[config.mk]
export PLATFORM = sky130hd
export DESIGN_NAME = alu_seq_flat
export DESIGN_NICKNAME = d
export VERILOG_FILES = /design/src/rtl/alu_seq_if.sv /design/src/rtl/alu_seq.sv /design/src/flat_wrapper.sv
export SDC_FILE = /design/constraint.sdc
export NUM_CORES = 1
export LEC_CHECK = 0
export BUFFER_PORTS_ARGS = -buffer_cell sky130_fd_sc_hd__buf_4
export CAP_MARGIN = 20
export CORE_MARGIN = 5
export CORE_UTILIZATION = 45
export CTS_BUF_LIST = sky130_fd_sc_hd__clkbuf_4
export DETAILED_ROUTE_END_ITERATION = 6
export GPL_TIMING_DRIVEN = 0
export PLACE_DENSITY = 0.75
export SYNTH_ARGS = -nofsm -noshare
export SYNTH_HDL_FRONTEND = slang
export SYNTH_SLANG_ARGS = --single-unit
[constraint.sdc]
create_clock -name clk -period 1.5 [get_ports clk]
set_input_delay 0.15 -clock clk [delete_from_list [all_inputs] [get_ports clk]]
set_output_delay 0.15 -clock clk [all_outputs]
set_load 0.01 [all_outputs]
[src/rtl/alu_seq_if.sv]
// alu_seq_if: command, external-ALU and response signals of alu_seq
interface alu_seq_if #(parameter int W = 4);
  logic         cmd_valid;
  logic         cmd_ready;
  logic [W-1:0] cmd_a;
  logic [W-1:0] cmd_b;
  logic [2:0]   cmd_op;
  logic         cmd_sweep;
  logic [W-1:0] alu_a;
  logic [W-1:0] alu_b;
  logic [2:0]   alu_ctrl;
  logic [W-1:0] alu_res;
  logic         alu_car;
  logic         alu_of;
  logic         rsp_valid;
  logic         rsp_ready;
  logic [W-1:0] rsp_res;
  logic         rsp_car;
  logic         rsp_of;
  logic [2:0]   rsp_op;
  logic         rsp_last;
  logic [7:0]   of_cnt;
  modport slave (
    input  cmd_valid, cmd_a, cmd_b, cmd_op, cmd_sweep, alu_res, alu_car, alu_of, rsp_ready,
    output cmd_ready, alu_a, alu_b, alu_ctrl, rsp_valid, rsp_res, rsp_car, rsp_of, rsp_op, rsp_last, of_cnt
  );
  modport master (
    output cmd_valid, cmd_a, cmd_b, cmd_op, cmd_sweep, alu_res, alu_car, alu_of, rsp_ready,
    input  cmd_ready, alu_a, alu_b, alu_ctrl, rsp_valid, rsp_res, rsp_car, rsp_of, rsp_op, rsp_last, of_cnt
  );
endinterface

[src/rtl/alu_seq.sv]
// alu_seq: sequences single ops or 0..7 sweeps through an external combinational ALU
module alu_seq #(parameter int W = 4) (
  input logic       clk,
  input logic       rst,
  alu_seq_if.slave  bus
);
  localparam logic [1:0] IDLE = 2'd0, ISSUE = 2'd1, RESP = 2'd2;
  logic [1:0]   state_q, state_d;
  logic [W-1:0] alu_a_q, alu_a_d, alu_b_q, alu_b_d, rsp_res_q, rsp_res_d;
  logic [2:0]   alu_ctrl_q, alu_ctrl_d, rsp_op_q, rsp_op_d;
  logic         sweep_q, sweep_d, rsp_car_q, rsp_car_d, rsp_of_q, rsp_of_d, rsp_last_q, rsp_last_d;
  logic [7:0]   of_cnt_q, of_cnt_d;
  logic         acc, cap, hs, more;
  // next state: accept in IDLE, capture in ISSUE, release or advance the sweep on the response handshake
  always_comb begin
    acc        = bus.cmd_valid && state_q == IDLE;
    cap        = state_q == ISSUE;
    hs         = bus.rsp_ready && state_q == RESP;
    more       = sweep_q && rsp_op_q != 3'd7;
    state_d    = acc ? ISSUE : cap ? RESP : hs ? (more ? ISSUE : IDLE) : state_q;
    alu_a_d    = acc ? bus.cmd_a : alu_a_q;
    alu_b_d    = acc ? bus.cmd_b : alu_b_q;
    alu_ctrl_d = acc ? (bus.cmd_sweep ? 3'd0 : bus.cmd_op) : (hs && more) ? alu_ctrl_q + 3'd1 : alu_ctrl_q;
    sweep_d    = acc ? bus.cmd_sweep : sweep_q;
    rsp_res_d  = cap ? bus.alu_res : rsp_res_q;
    rsp_car_d  = cap ? bus.alu_car : rsp_car_q;
    rsp_of_d   = cap ? bus.alu_of : rsp_of_q;
    rsp_op_d   = cap ? alu_ctrl_q : rsp_op_q;
    rsp_last_d = cap ? (!sweep_q || alu_ctrl_q == 3'd7) : rsp_last_q;
    of_cnt_d   = (hs && rsp_of_q && of_cnt_q != 8'hff) ? of_cnt_q + 8'd1 : of_cnt_q;
  end
  // state registers; reset wins over any handshake in the same cycle
  always_ff @(posedge clk) begin
    if (rst) begin
      state_q    <= IDLE;
      alu_a_q    <= '0;
      alu_b_q    <= '0;
      alu_ctrl_q <= '0;
      sweep_q    <= 1'b0;
      rsp_res_q  <= '0;
      rsp_car_q  <= 1'b0;
      rsp_of_q   <= 1'b0;
      rsp_op_q   <= '0;
      rsp_last_q <= 1'b0;
      of_cnt_q   <= '0;
    end else begin
      state_q    <= state_d;
      alu_a_q    <= alu_a_d;
      alu_b_q    <= alu_b_d;
      alu_ctrl_q <= alu_ctrl_d;
      sweep_q    <= sweep_d;
      rsp_res_q  <= rsp_res_d;
      rsp_car_q  <= rsp_car_d;
      rsp_of_q   <= rsp_of_d;
      rsp_op_q   <= rsp_op_d;
      rsp_last_q <= rsp_last_d;
      of_cnt_q   <= of_cnt_d;
    end
  end
  assign bus.cmd_ready = state_q == IDLE;
  assign bus.rsp_valid = state_q == RESP;
  assign bus.alu_a     = alu_a_q;
  assign bus.alu_b     = alu_b_q;
  assign bus.alu_ctrl  = alu_ctrl_q;
  assign bus.rsp_res   = rsp_res_q;
  assign bus.rsp_car   = rsp_car_q;
  assign bus.rsp_of    = rsp_of_q;
  assign bus.rsp_op    = rsp_op_q;
  assign bus.rsp_last  = rsp_last_q;
  assign bus.of_cnt    = of_cnt_q;
endmodule

[src/flat_wrapper.sv]
// flat-port wrapper written by rule: the top's interface ports become plain ports
module alu_seq_flat 
#(parameter int W = 4)
  (clk, rst, bus_cmd_valid, bus_cmd_a, bus_cmd_b, bus_cmd_op, bus_cmd_sweep, bus_alu_res, bus_alu_car, bus_alu_of, bus_rsp_ready, bus_cmd_ready, bus_alu_a, bus_alu_b, bus_alu_ctrl, bus_rsp_valid, bus_rsp_res, bus_rsp_car, bus_rsp_of, bus_rsp_op, bus_rsp_last, bus_of_cnt);
  alu_seq_if #(.W(W)) bus_i ();
  input logic clk;
  input logic rst;
  input wire logic [$bits(bus_i.cmd_valid)-1:0] bus_cmd_valid;
  input wire logic [$bits(bus_i.cmd_a)-1:0] bus_cmd_a;
  input wire logic [$bits(bus_i.cmd_b)-1:0] bus_cmd_b;
  input wire logic [$bits(bus_i.cmd_op)-1:0] bus_cmd_op;
  input wire logic [$bits(bus_i.cmd_sweep)-1:0] bus_cmd_sweep;
  input wire logic [$bits(bus_i.alu_res)-1:0] bus_alu_res;
  input wire logic [$bits(bus_i.alu_car)-1:0] bus_alu_car;
  input wire logic [$bits(bus_i.alu_of)-1:0] bus_alu_of;
  input wire logic [$bits(bus_i.rsp_ready)-1:0] bus_rsp_ready;
  output wire logic [$bits(bus_i.cmd_ready)-1:0] bus_cmd_ready;
  output wire logic [$bits(bus_i.alu_a)-1:0] bus_alu_a;
  output wire logic [$bits(bus_i.alu_b)-1:0] bus_alu_b;
  output wire logic [$bits(bus_i.alu_ctrl)-1:0] bus_alu_ctrl;
  output wire logic [$bits(bus_i.rsp_valid)-1:0] bus_rsp_valid;
  output wire logic [$bits(bus_i.rsp_res)-1:0] bus_rsp_res;
  output wire logic [$bits(bus_i.rsp_car)-1:0] bus_rsp_car;
  output wire logic [$bits(bus_i.rsp_of)-1:0] bus_rsp_of;
  output wire logic [$bits(bus_i.rsp_op)-1:0] bus_rsp_op;
  output wire logic [$bits(bus_i.rsp_last)-1:0] bus_rsp_last;
  output wire logic [$bits(bus_i.of_cnt)-1:0] bus_of_cnt;
  assign bus_i.cmd_valid = bus_cmd_valid;
  assign bus_i.cmd_a = bus_cmd_a;
  assign bus_i.cmd_b = bus_cmd_b;
  assign bus_i.cmd_op = bus_cmd_op;
  assign bus_i.cmd_sweep = bus_cmd_sweep;
  assign bus_i.alu_res = bus_alu_res;
  assign bus_i.alu_car = bus_alu_car;
  assign bus_i.alu_of = bus_alu_of;
  assign bus_i.rsp_ready = bus_rsp_ready;
  assign bus_cmd_ready = bus_i.cmd_ready;
  assign bus_alu_a = bus_i.alu_a;
  assign bus_alu_b = bus_i.alu_b;
  assign bus_alu_ctrl = bus_i.alu_ctrl;
  assign bus_rsp_valid = bus_i.rsp_valid;
  assign bus_rsp_res = bus_i.rsp_res;
  assign bus_rsp_car = bus_i.rsp_car;
  assign bus_rsp_of = bus_i.rsp_of;
  assign bus_rsp_op = bus_i.rsp_op;
  assign bus_rsp_last = bus_i.rsp_last;
  assign bus_of_cnt = bus_i.of_cnt;
  alu_seq #(.W(W)) u_core (.clk(clk), .rst(rst), .bus(bus_i));
endmodule
# --- Yosys cells after proc, flatten, opt, wreduce, memory -nomap -nowiden ---
# Cells that the tools add are included.
word_totals:
  reg_bits: 32
  input_bits: 22
op_classes:
  add_sub_neg: 2
  n_eq_ne: 5
  muxes: 7
  n_reduce_logical: 13
ops:
  columns: ["op", "count"]
  rows:
  - ["3-bit two-way mux", 3]
  - ["8-bit by 1-bit adder with 8-bit output (second input constant)", 1]
  - ["8-bit != test (second input constant)", 1]
  - ["1-bit logical AND", 6]
  - ["2-bit two-way mux", 2]
  - ["2-bit nonzero test", 2]
  - ["3-bit by 1-bit adder with 3-bit output (second input constant)", 1]
  - ["3-bit equality test (second input constant)", 1]
  - ["3-bit != test (second input constant)", 1]
  - ["3-bit nonzero test", 1]
  - ["2-bit by 1-bit equality test with 1-bit output (second input constant)", 1]
  - ["2-bit equality test (second input constant)", 1]
  - ["2-bit zero test", 1]
  - ["1-bit two-way mux", 2]
  - ["2-bit OR reduction", 1]
  - ["1-bit zero test", 1]
  - ["1-bit logical OR", 1]

# --- Longest topological paths before layout ---
# Gate-level depths: netlist of the first run.
logic_depth:
  ltp_word: 6
  ltp_mapped: 6
  mapped_depth_nobuf: 5

# --- Least setup slack after synthesis of the first run ---
# No wires, ideal clock.
synth_timing:
  path_kind: "flip-flop to flip-flop"
  start: "reg u_core.of_cnt_q[0], in the netlist u_core.bus.of_cnt[0]"
  end: "reg u_core.of_cnt_q[5], in the netlist u_core.bus.of_cnt[5]"
  setup_time_ps: 121
  t_arrival_ps: 1371
  setup_slack_ps: 8
  path_stages_with_launch: 5
  n_path_buf: 0
  period_less_slack_ps: 1492
  path_cell_list: "dfxtp_1 -> ha_1 -> inv_1 -> o311a_1 -> mux2_4"
synth_between:
  elab_chain_len: 2
  word_cells_on_any_way: 3
synth_lines:
  columns: ["item", "line_no", "rtl"]
  rows:
  - ["start, declared", "alu_seq.sv:12", "logic [7:0] of_cnt_q, of_cnt_d;"]
  - ["start signal, assigned", "alu_seq.sv:57", "of_cnt_q <= of_cnt_d;"]
  - ["branches (longest 2 deep; another with 8-bit by 1-bit adder with 8-bit output)", null, null]
# Several ways; the timed one is not identified.
# A chain may end at the register's enable or synchronous reset.

# --- Worst setup path after layout of the first run ---
# Same ends and word-level chain as after synthesis.

==> results_dict.tcl, run 1 <==
set metrics [dict create \
    die_h_um 64.62 \
    cts-buffers-inserted 5 \
    powerDensity_nw_per_um2 923.0 \
    drt_drc_violations_left 0 \
    cts_hold_buf 0 \
    synth_fp_nets 186 \
    maximum_number_of_pins_on_one_net_before_global_route_repair 11 \
    detailed_place_hpwl_mm 2.650 \
    share_of_cells_above_drive_strength_1 0.3243 \
    worst_case_setup_slack_after_placement_ps -48.71 \
    status "finished clean" \
    post_synthesis_sequential_area_ratio 0.4772 \
    grt_first_pass_wirelength_mm 5.885 \
    dieArea_um2 4176 \
    antennaDiodeCount 0 \
    path_clk_slew_ps 100 \
    clock_root_buffer_master "clkbuf_4" \
    global_route.usage.met2 0.2964 \
    min_delay_worst_endpoint "u_core.bus.alu_a[2]" \
    rsz0062_at_grt "false" \
    synthesis.instances 161 \
    top_usage_layer "met2" \
    hold_path_class "input port to register" \
    final_antenna_net_count 0 \
    crit-reg2reg-launch "u_core.bus.of_cnt[0]" \
    timing.critical_path.arrival_ps 1680 \
    setup-violations-final 0 \
    report.final.slew_viol_count 0 \
    critical_path.endpoint_type "register" \
    synth.top_cells.by_area "dfxtp_1 (48%), nand2_1 (11%), a21oi_1 (8.9%)" \
    maxCapViolations 0 \
    layout.filler_cells 236 \
    worst-r2r-cell-count 4 \
    placementRows 19 \
    period_needed_ps 1455 \
    post_drt_via_cell_ratio 5.308 \
    die_x_um 64.62 \
    clock-sinks 32 \
    post-route-util 0.6574 \
    area_delta_synth_final_pct 37.37 \
    design_power_total_mw 1.702 \
    grtUsageMet3 0.08463 \
    antenna_violations_before_repair 0 \
    drtPass1Iterations 4 \
    worst_pin_slew_ps 529.2 \
    period_share 0.9699 \
    wl_mm 3.422 \
    largest_fanout_on_the_critical_path 6 \
    synth_top_area_share 0.4772 \
    grt_usage 0.1807 \
    fmaxAchievable_ghz 0.6874 \
    cts.path.max_buffers 2 \
    holdPathStages 3 \
    drt_iter0_markers 63 \
    number_of_enable_type_register_cells_in_the_synthesized_netlist 0 \
    endpoint_required_time_on_the_critical_path_ps 1730 \
    clk_lat_worst_skew_ps 340 \
    vias_in_the_first_global_route 1345 \
    final-hold-violation-count 0 \
    cell_taking_the_most_area_after_synthesis "dfxtp_1" \
    asyncSetResetFlopFracSynth 0 \
    hp-start "bus_cmd_a[2]" \
    gpl.final_weighted_congestion 0.8752 \
    core-area_um2 2805 \
    fin_skew_ps 6.735 \
    crit_type "register to register" \
    power_leakage_nw 0.8252 \
    reg2reg_slack_ps 50 \
    crit-reg2reg-capture "u_core.bus.of_cnt[5]" \
    grt_overflow_total 0 \
    number_of_flip_flops_and_latches_in_the_synthesized_netlist 32 \
    max_slew_headroom_at_the_worst_pin 0.6472 \
    ys_types 27 \
    timing.critical_path.from_type "register" \
    layout.cells.most_common_list "buf_4 (53), nand2_1 (39), dfxtp_1 (29), a21oi_1 (24), nor2_1 (12)" \
    synth_ff_type "dfxtp_1" \
    avgRoutedWirePerCell_um 13.53 \
    numPortBuffers 51 \
    route.vias.total 1343 \
    num-nets-final 246 \
    ios 53 \
    most_frequent_standard_cell_in_the_layout_excluding_fill_and_tap_cells "buf_4" \
    setup_slack_ps 45.16 \
    netlist_area_um2 1343 \
    syn_avg_cell_area_um2 8.339 \
    h-tree-depth 2 \
    ys.warnings.count 0 \
    ir_worst_vdd_v 0.0006871 \
    initial_core_utilization 0.4786 \
    cts_tree "done" \
    met1_usage 0.1953 \
]
==> metrics by stage <==
step	std cells	instance area, um^2	hold WS (ps)	setup TNS, ps
5_1_grt	253	1844	22.31	0
2_1_floorplan	161	1343	286.0	0
3_5_place_dp	243	1764	410.8	-123.1
6_report	253	1844	48.76	0
3_3_place_gp	243	1764	399.7	-12.76
4_1_cts	251	1819	35.16	0
==> cell usage after synthesis, types with 2 or more instances <==
library cell and n:
nor3_1 2, nor2_1 12, clkbuf_1 4, nand4_1 4, a211oi_1 5, buf_2 3, o21ai_0 2, nand2_1 39
nor2b_1 2, a21oi_1 24, and2_1 2, ha_1 3, nand3_1 2, mux2i_1 5, dfxtp_1 32, inv_1 6
nand4b_1 2, xor2_1 3
==> routing by layer <==
| metal | wire (um) | vias up |
|---|---|---|
| li1 | - | 674 |
| met1 | 1413 | 608 |
| met2 | 1611 | 49 |
| met3 | 312 | 12 |
| met4 | 85 | 0 |
| met5 | 0 | - |
==> state kept, by name (all words and copies together) (netlist names) <==
register,count
u_core.bus.of_cnt,8
u_core.bus.alu_a,4
u_core.bus.alu_b,4
u_core.bus.rsp_res,4
u_core.bus.alu_ctrl,3
u_core.bus.rsp_op,3
u_core.state_q,2
u_core.bus.rsp_car,1
u_core.bus.rsp_last,1
u_core.bus.rsp_of,1
u_core.sweep_q,1
==> what timing repair did <==
item / CTS / global route
buffers inserted: 0 / 2
endpoints found under the setup margin: 3 / 4
pin swaps: 0 / 1
gates resized for setup: 2 / 5
==> critical path, cell delays in order, from the launching register on <==
cell	delay, ps
dfxtp_4	390
ha_2	220
inv_1	80
o311a_1	350
mux2_4	300
==> worst max-delay path by stage <==
stage                                    start                   end  depth (start not counted)
final                     u_core.bus.of_cnt[0]  u_core.bus.of_cnt[5]                          4
after global routing      u_core.bus.of_cnt[0]  u_core.bus.of_cnt[5]                          4
after CTS                 u_core.bus.of_cnt[1]  u_core.bus.of_cnt[5]                          4
after detailed placement  u_core.bus.of_cnt[0]  u_core.bus.of_cnt[5]                          4
after global placement    u_core.bus.of_cnt[0]  u_core.bus.of_cnt[5]                          4
after floorplan           u_core.bus.of_cnt[0]  u_core.bus.of_cnt[5]                          4
==> power breakdown <==
part           switching [mW]  leakage, nW  internal [mW]  total [mW]
Combinational           0.155        0.530          0.148       0.302
Clock                   0.298       0.0324          0.172       0.470
Sequential             0.0343        0.263          0.896       0.930
==> final cells by class <==
type	count	area, um^2	area share
tap	31	38.79	0.02103
inverter	6	22.52	0.01221
buffer	8	41.29	0.02239
sequential	32	646.9	0.3507
timing repair buffer	53	397.9	0.2157
multi-input combinational	115	645.6	0.3501
clock buffer	5	37.54	0.02035
clock inverter	3	13.76	0.007463
==> logic make-up after synthesis <==
kind of cell             Yosys count  share of synthesized area
flip-flops                        32                     0.4772
buffers and inverters             14                    0.04752
AO/OA/AOI/OAI                     36                     0.1584
multiplexers                       6                    0.04846
AND/OR/NAND/NOR                   67                     0.2209
XOR/XNOR                           3                    0.01957
adder cells (fa/ha/maj)            3                    0.02796
Note: power is estimated with default switching activity, not from simulation.
==> run 2, diff against run 1 <==
--- a/config.mk
+++ b/config.mk
@@ -5,6 +5,7 @@
 export SDC_FILE = /design/constraint.sdc
 export NUM_CORES = 1
 export LEC_CHECK = 0
+export ABC_AREA = 1
 export BUFFER_PORTS_ARGS = -buffer_cell sky130_fd_sc_hd__buf_4
 export CAP_MARGIN = 20
 export CORE_MARGIN = 5
@@ -12,7 +13,7 @@
 export CTS_BUF_LIST = sky130_fd_sc_hd__clkbuf_4
 export DETAILED_ROUTE_END_ITERATION = 6
 export GPL_TIMING_DRIVEN = 0
-export PLACE_DENSITY = 0.75
+export PLACE_DENSITY = 0.74
 export SYNTH_ARGS = -nofsm -noshare
 export SYNTH_HDL_FRONTEND = slang
 export SYNTH_SLANG_ARGS = --single-unit
==> constraint.sdc (replaced) <==
create_clock -name clk -period 1.5 [get_ports clk]
set_input_delay 0.075 -clock clk [delete_from_list [all_inputs] [get_ports clk]]
set_output_delay 0.075 -clock clk [all_outputs]
set_load 0.01 [all_outputs]
==> run 2 against run 1 <==
The flow now finishes with violations (hold timing). Core utilization is 2.4 points higher. Worst setup slack better by 94 ps. Design area is 14% higher. Clock power is 7.0% higher. Critical path type unchanged.
==> results_dict.tcl, run 2 <==
set metrics [dict create \
    synth_commonest_cells "nor2_1 (48), dfxtp_1 (32), nand2_1 (31)" \
    synth_top_area_share 0.4421 \
    worst_path_max_delay_cell "dlygate4sd3_1" \
    maximum_number_of_pins_on_one_net_before_global_route_repair 11 \
    cell_taking_the_most_area_after_synthesis "dfxtp_1" \
    ir_worst_vdd_v 0.0007012 \
    post_synthesis_sequential_area_ratio 0.4421 \
    antenna_violations_before_repair 0 \
    worst-path-buf-inv 2 \
    drt_iter0_markers 83 \
    number_of_enable_type_register_cells_in_the_synthesized_netlist 0 \
    largest_fanout_on_the_critical_path 5 \
    synth_top_family_by_area "simple AND/OR/NAND/NOR gates" \
    asyncSetResetFlopFracSynth 0 \
    yosys.area_share.adder 0.02591 \
    rsz0062_at_grt "false" \
    hp-start "bus_alu_res[2]" \
    synth_fp_nets 220 \
    gpl.final_weighted_congestion 0.7848 \
    share_of_the_synthesized_netlist_area_taken_by_xor_and_xnor_gates 0.006045 \
    setup-violations-final 0 \
    post_drt_via_cell_ratio 4.764 \
    cts.path.max_buffers 2 \
    h-tree-depth 2 \
    synth-compound-area-share 0.1304 \
    holdPathStages 3 \
    timing.critical_path.from_type "register" \
    wl_mm 3.681 \
    placedInstanceArea_um2 1894 \
    timing.critical_path.arrival_ps 1640 \
    layout.filler_cells 278 \
    power_leakage_nw 1.009 \
    clock_root_buffer_master "clkbuf_4" \
    layout.cells.most_common_list "buf_4 (52), nor2_1 (48), dfxtp_1 (32), nand2_1 (31), o21ai_0 (19)" \
    proportion_of_synthesized_area_in_mux_cells 0 \
    vias_in_the_first_global_route 1404 \
    multi_input_area_um2 705.7 \
    final_antenna_net_count 0 \
    synth.top_cells.by_area "dfxtp_1 (44%), nor2_1 (12%), nand2_1 (8.0%)" \
    number_of_flip_flops_and_latches_in_the_synthesized_netlist 32 \
    maxCapViolations 0 \
    powerDensity_nw_per_um2 950.1 \
    layout.cell_area.non_filler_um2 2098 \
    post-route-util 0.6817 \
    clock-sinks 32 \
    period_share 0.9073 \
    path_delay_family "buffers and inverters" \
    cts_tree "done" \
    worst_pin_slew_ps 279.2 \
    area_delta_synth_final_pct 44.82 \
    final-hold-violation-count 2 \
    max_slew_headroom_at_the_worst_pin 0.8119 \
    period_needed_ps 1361 \
    cts-buffers-inserted 5 \
    hold_path_class "input port to register" \
    placementRows 20 \
    initial_core_utilization 0.4707 \
    violations_in_the_final_reports "hold timing" \
    holdWs_ps -1.742 \
    largest_reg_flops 8 \
    die_h_um 66.74 \
    drtPass1Iterations 4 \
    drt_drc_violations_left 0 \
    sequential_cell_area_um2 640.6 \
    netlist_area_um2 1449 \
    grt_overflow_total 0 \
    clk_lat_worst_skew_ps 330 \
    ys.warnings.count 0 \
    detailed_place_hpwl_mm 2.629 \
    antennaDiodeCount 0 \
    synth_ff_type "dfxtp_1" \
    yosys.cell_count.top_type "nor2_1" \
    syn_avg_cell_area_um2 7.430 \
    min_delay_worst_endpoint "u_core.bus.rsp_res[2]" \
    core-area_um2 3078 \
    synthesis.instances 195 \
    numPortBuffers 52 \
    reg2reg_slack_ps 140 \
    cts_setup_buffers 0 \
    path_clk_slew_ps 90 \
    num-nets-final 293 \
    dieArea_um2 4454 \
    cp_cell_sequence "inv_2 -> a211oi_1 -> dlygate4sd3_1" \
    status "finished with violations" \
    worst-r2r-cell-count 3 \
    simple_gate_area_share_of_the_yosys_netlist 0.3195 \
    ios 53 \
    route.vias.total 1491 \
    fin_skew_ps 5.239 \
    critPathMaxStageDelay_ps 560 \
    crit_type "register to register" \
    critical_path.endpoint_type "register" \
    critical_path_cell_count 3 \
    grt_first_pass_wirelength_mm 6.003 \
    ys_types 26 \
    die_x_um 66.74 \
    fmaxAchievable_ghz 0.7348 \
    share_of_cells_above_drive_strength_1 0.3048 \
    post_route_setup_tns_ps 0 \
    endpoint_required_time_on_the_critical_path_ps 1780 \
    grt_usage 0.1810 \
    avgRoutedWirePerCell_um 11.76 \
    report.final.slew_viol_count 0 \
    crit-reg2reg-launch "u_core.state_q[0]" \
    most_frequent_standard_cell_in_the_layout_excluding_fill_and_tap_cells "buf_4" \
    crit-reg2reg-capture "u_core.state_q[1]" \
]
run 2: cell types whose count changed in the layout (fill, tap and decap cells not counted), moves of 5 or more:
cell           before  now
nor2_1             12   48
o21ai_0             1   19
a21oi_1            24    8
dlygate4sd3_1       0   14
inv_1               6   15
nand2_1            39   31
mux2i_1             5    0
run 2: final cells by class:
| cell class | count | share of cell area |
|---|---|---|
| clock buffers | 7 | 0.02504 |
| flip-flops and latches | 32 | 0.3053 |
| repair buffers | 66 | 0.2528 |
| clock inverters | 1 | 0.001789 |
| plain buffers | 4 | 0.01550 |
| well taps | 44 | 0.02624 |
| inverters | 20 | 0.03697 |
| multi-input cells | 139 | 0.3363 |
run 2: repair_timing:
action	in CTS	in global routing
resized for setup	0	1
hold endpoints to repair	16	0
setup endpoints to repair	0	3
hold buffers	14	0
run 2: routing by layer:
metal / vias to the layer above / part of all wire / GRT usage / wire, um
li1: 776 / - / - / -
met5: - / 0 / 0 / 0
met2: 50 / 0.46 / 0.3020 / 1696
met3: 10 / 0.091 / 0.07083 / 335
met4: 0 / 0.022 / 0.08376 / 82
met1: 655 / 0.43 / 0.2004 / 1566
run 2: logic make-up (layout without fill, tap and decap cells):
group	after synthesis	count (layout)
compound gates	35	35
xor+xnor	1	1
simple gates	100	100
buf+inv	24	98
flops	32	32
fa+ha+maj	3	3
run 2: worst register-to-register path, stage by stage, from the launching register on:
cell	delay, ps
dfxtp_1	470
inv_2	90
a211oi_1	190
dlygate4sd3_1	560
run 2: worst max path at each step:
stage                                    start              endpoint  slack (ps)
after floorplan           u_core.bus.of_cnt[0]  u_core.bus.of_cnt[4]         260
after global placement    u_core.bus.of_cnt[0]  u_core.bus.of_cnt[4]         200
after detailed placement  u_core.bus.of_cnt[0]  u_core.bus.of_cnt[4]         160
after CTS                    u_core.state_q[0]     u_core.state_q[1]         140
after global routing      u_core.bus.of_cnt[0]  u_core.bus.of_cnt[6]          10
final                        u_core.state_q[0]     u_core.state_q[1]         140
run 2: per-stage QoR:
step,cells,setup slack [ps],hold slack (ps),total power [mW]
floorplan,195,263.9,137.4,1.260
global placement,291,195.8,294.5,1.472
detailed placement,291,160.7,301.0,1.480
CTS,313,137.8,0.9400,2.000
global route,313,13.08,2.376,2.112
finish,313,139.1,-1.742,1.994
run 2: power breakdown:
part / internal (mW) / total (mW) / switching (mW)
clock: 0.216 / 0.503 / 0.287
combinational: 0.248 / 0.502 / 0.253
sequential: 0.929 / 0.988 / 0.0597
==> run 3, diff against run 2 <==
--- a/config.mk
+++ b/config.mk
@@ -5,7 +5,7 @@
 export SDC_FILE = /design/constraint.sdc
 export NUM_CORES = 1
 export LEC_CHECK = 0
-export ABC_AREA = 1
+export ABC_AREA = 0
 export BUFFER_PORTS_ARGS = -buffer_cell sky130_fd_sc_hd__buf_4
 export CAP_MARGIN = 20
 export CORE_MARGIN = 5
@@ -13,7 +13,7 @@
 export CTS_BUF_LIST = sky130_fd_sc_hd__clkbuf_4
 export DETAILED_ROUTE_END_ITERATION = 6
 export GPL_TIMING_DRIVEN = 0
-export PLACE_DENSITY = 0.74
+export PLACE_DENSITY = 0.75
 export SYNTH_ARGS = -nofsm -noshare
 export SYNTH_HDL_FRONTEND = slang
 export SYNTH_SLANG_ARGS = --single-unit
==> run 3 against run 2 <==
The run now ends clean. Register-to-register slack got worse by 100 ps. Clock-buffer cell count fell by 2. Hold slack improved by 25 ps.
==> results_dict.tcl, run 3 (synthesis gave the netlist of run 1 again) <==
set metrics [dict create \
    power_leakage_nw 0.8837 \
    internal_power_mw 1.239 \
    worst_pin_slew_ps 518.9 \
    antenna_violations_before_repair 0 \
    crit-reg2reg-capture "u_core.bus.of_cnt[5]" \
    maximum_number_of_pins_on_one_net_before_global_route_repair 11 \
    power.switching_fraction 0.2861 \
    grt_overflow_total 0 \
    reg2reg_slack_ps 40 \
    dieArea_um2 4176 \
    clk_lat_worst_skew_ps 340 \
    drt_drc_violations_left 0 \
    route.vias.total 1391 \
    ir_worst_vdd_v 0.0007031 \
    timing.critical_path.from_type "register" \
    period_share 0.9736 \
    initial_core_utilization 0.4786 \
    core-area_um2 2805 \
    die_h_um 64.62 \
    setup-violations-final 0 \
    gpl.final_weighted_congestion 0.8752 \
    clock-sinks 32 \
    most_frequent_standard_cell_in_the_layout_excluding_fill_and_tap_cells "buf_4" \
    critical_path.endpoint_type "register" \
    grt_usage 0.1981 \
    crit_type "register to register" \
    rsz0062_at_grt "false" \
    avgRoutedWirePerCell_um 13.84 \
    cts_tree "done" \
    detailed_place_hpwl_mm 2.650 \
    area_delta_synth_final_pct 47.81 \
    placedInstanceArea_um2 1764 \
    h-tree-depth 2 \
    status "finished clean" \
    layout.filler_cells 219 \
    path_clk_slew_ps 100 \
    period_needed_ps 1460 \
    share_of_cells_above_drive_strength_1 0.3051 \
    hold_path_class "input port to register" \
    share_seq_of_total_power 0.536 \
    cts-buffers-inserted 5 \
    timing.critical_path.arrival_ps 1690 \
    holdPathStages 3 \
    numPortBuffers 51 \
    final_antenna_net_count 0 \
    layout.cells.most_common_list "buf_4 (53), nand2_1 (39), dfxtp_1 (29), a21oi_1 (24), dlygate4sd3_1 (14)" \
    max_slew_headroom_at_the_worst_pin 0.6540 \
    worstSetupEndpoint "u_core.bus.of_cnt[5]" \
    pwr-share-comb 0.193 \
    largest_fanout_on_the_critical_path 6 \
    layout.cell_area.non_filler_um2 1984 \
    critical_path.startpoint "u_core.bus.of_cnt[0]" \
    clock_root_buffer_master "clkbuf_4" \
    final-hold-violation-count 0 \
    worst-r2r-cell-count 4 \
    worst_case_setup_slack_after_placement_ps -48.71 \
    post_route_setup_tns_ps 0 \
    drtPass1Iterations 4 \
    power_frac_clock 0.271 \
    post-route-util 0.7074 \
    die_x_um 64.62 \
    placementRows 19 \
    antennaDiodeCount 0 \
    ios 53 \
    powerDensity_nw_per_um2 874.5 \
    report.final.slew_viol_count 0 \
    fin_skew_ps 8.436 \
    cts.path.max_buffers 2 \
    power_switching_uw 496.5 \
    largest_reg_flops 8 \
    wl_mm 3.696 \
    crit-reg2reg-launch "u_core.bus.of_cnt[0]" \
    num-nets-final 260 \
    fmaxAchievable_ghz 0.6847 \
    vias_in_the_first_global_route 1395 \
    endpoint_required_time_on_the_critical_path_ps 1730 \
    grt_first_pass_wirelength_mm 6.403 \
    post_drt_via_cell_ratio 5.210 \
    maxCapViolations 0 \
    drt_iter0_markers 81 \
    setup_slack_ps 39.56 \
]
## run 3: cell types whose count changed in the layout (fill, tap and decap cells not counted), moves of 5 or more
cell	previous run	this run
a21oi_1	8	24
mux2i_1	0	5
nor2_1	48	12
inv_1	15	6
o21ai_0	19	1
nand2_1	31	39
## run 3: per-stage QoR
stage	hold slack, ps	std cells	power, mW
2_1_floorplan	211.0	161	1.099
3_3_place_gp	324.6	243	1.243
3_5_place_dp	335.8	243	1.254
4_1_cts	8.833	265	1.752
5_1_grt	15.81	267	1.845
6_report	23.00	267	1.735
## run 3: repair_timing
action	CTS	global route
buffers inserted	0	2
hold endpoints to repair	14	0
pin swaps	0	1
hold buffers	14	0
gates resized for setup	2	5
setup endpoints to repair	3	4
## run 3: layer usage
metal,vias to the layer above,share of wire,wire (um),track usage
met5,-,0,0,0
met4,0,0.019,70,0.08443
met3,9,0.095,352,0.09154
met2,53,0.48,1789,0.3415
met1,629,0.40,1483,0.2081
li1,700,-,-,-
## run 3: power groups by stage
stage	registers, mW	clock network, mW	logic, mW
global placement	0.949	0	0.294
CTS	0.932	0.487	0.333
floorplan	0.966	0	0.134
detailed placement	0.951	0	0.303
finish	0.930	0.471	0.334
global route	0.939	0.534	0.373
## run 3: worst max-delay path, cell delays in order, from the launching register on
cell and delay, ps:
dfxtp_4 390, ha_2 220, inv_1 80, o311a_1 360, mux2_4 300
## run 3: worst min-delay path by stage
stage	startpoint	to	slack [ps]
floorplan	bus_cmd_sweep	u_core.sweep_q	210
global placement	bus_alu_res[2]	u_core.bus.rsp_res[2]	320
detailed placement	bus_alu_res[3]	u_core.bus.rsp_res[3]	340
CTS	bus_cmd_sweep	u_core.sweep_q	9
global route	bus_cmd_sweep	u_core.sweep_q	20
finish	bus_cmd_sweep	u_core.sweep_q	20
## run 3: area by class of cell
type                    instances  area (um^2)  area share
multi-input cells             115        645.6      0.3253
well taps                      31        38.79     0.01955
flip-flops and latches         32        646.9      0.3260
clock buffers                   5        37.54     0.01892
plain buffers                   8        41.29     0.02081
repair buffers                 67        538.0      0.2711
clock inverters                 3        13.76    0.006936
inverters                       6        22.52     0.01135
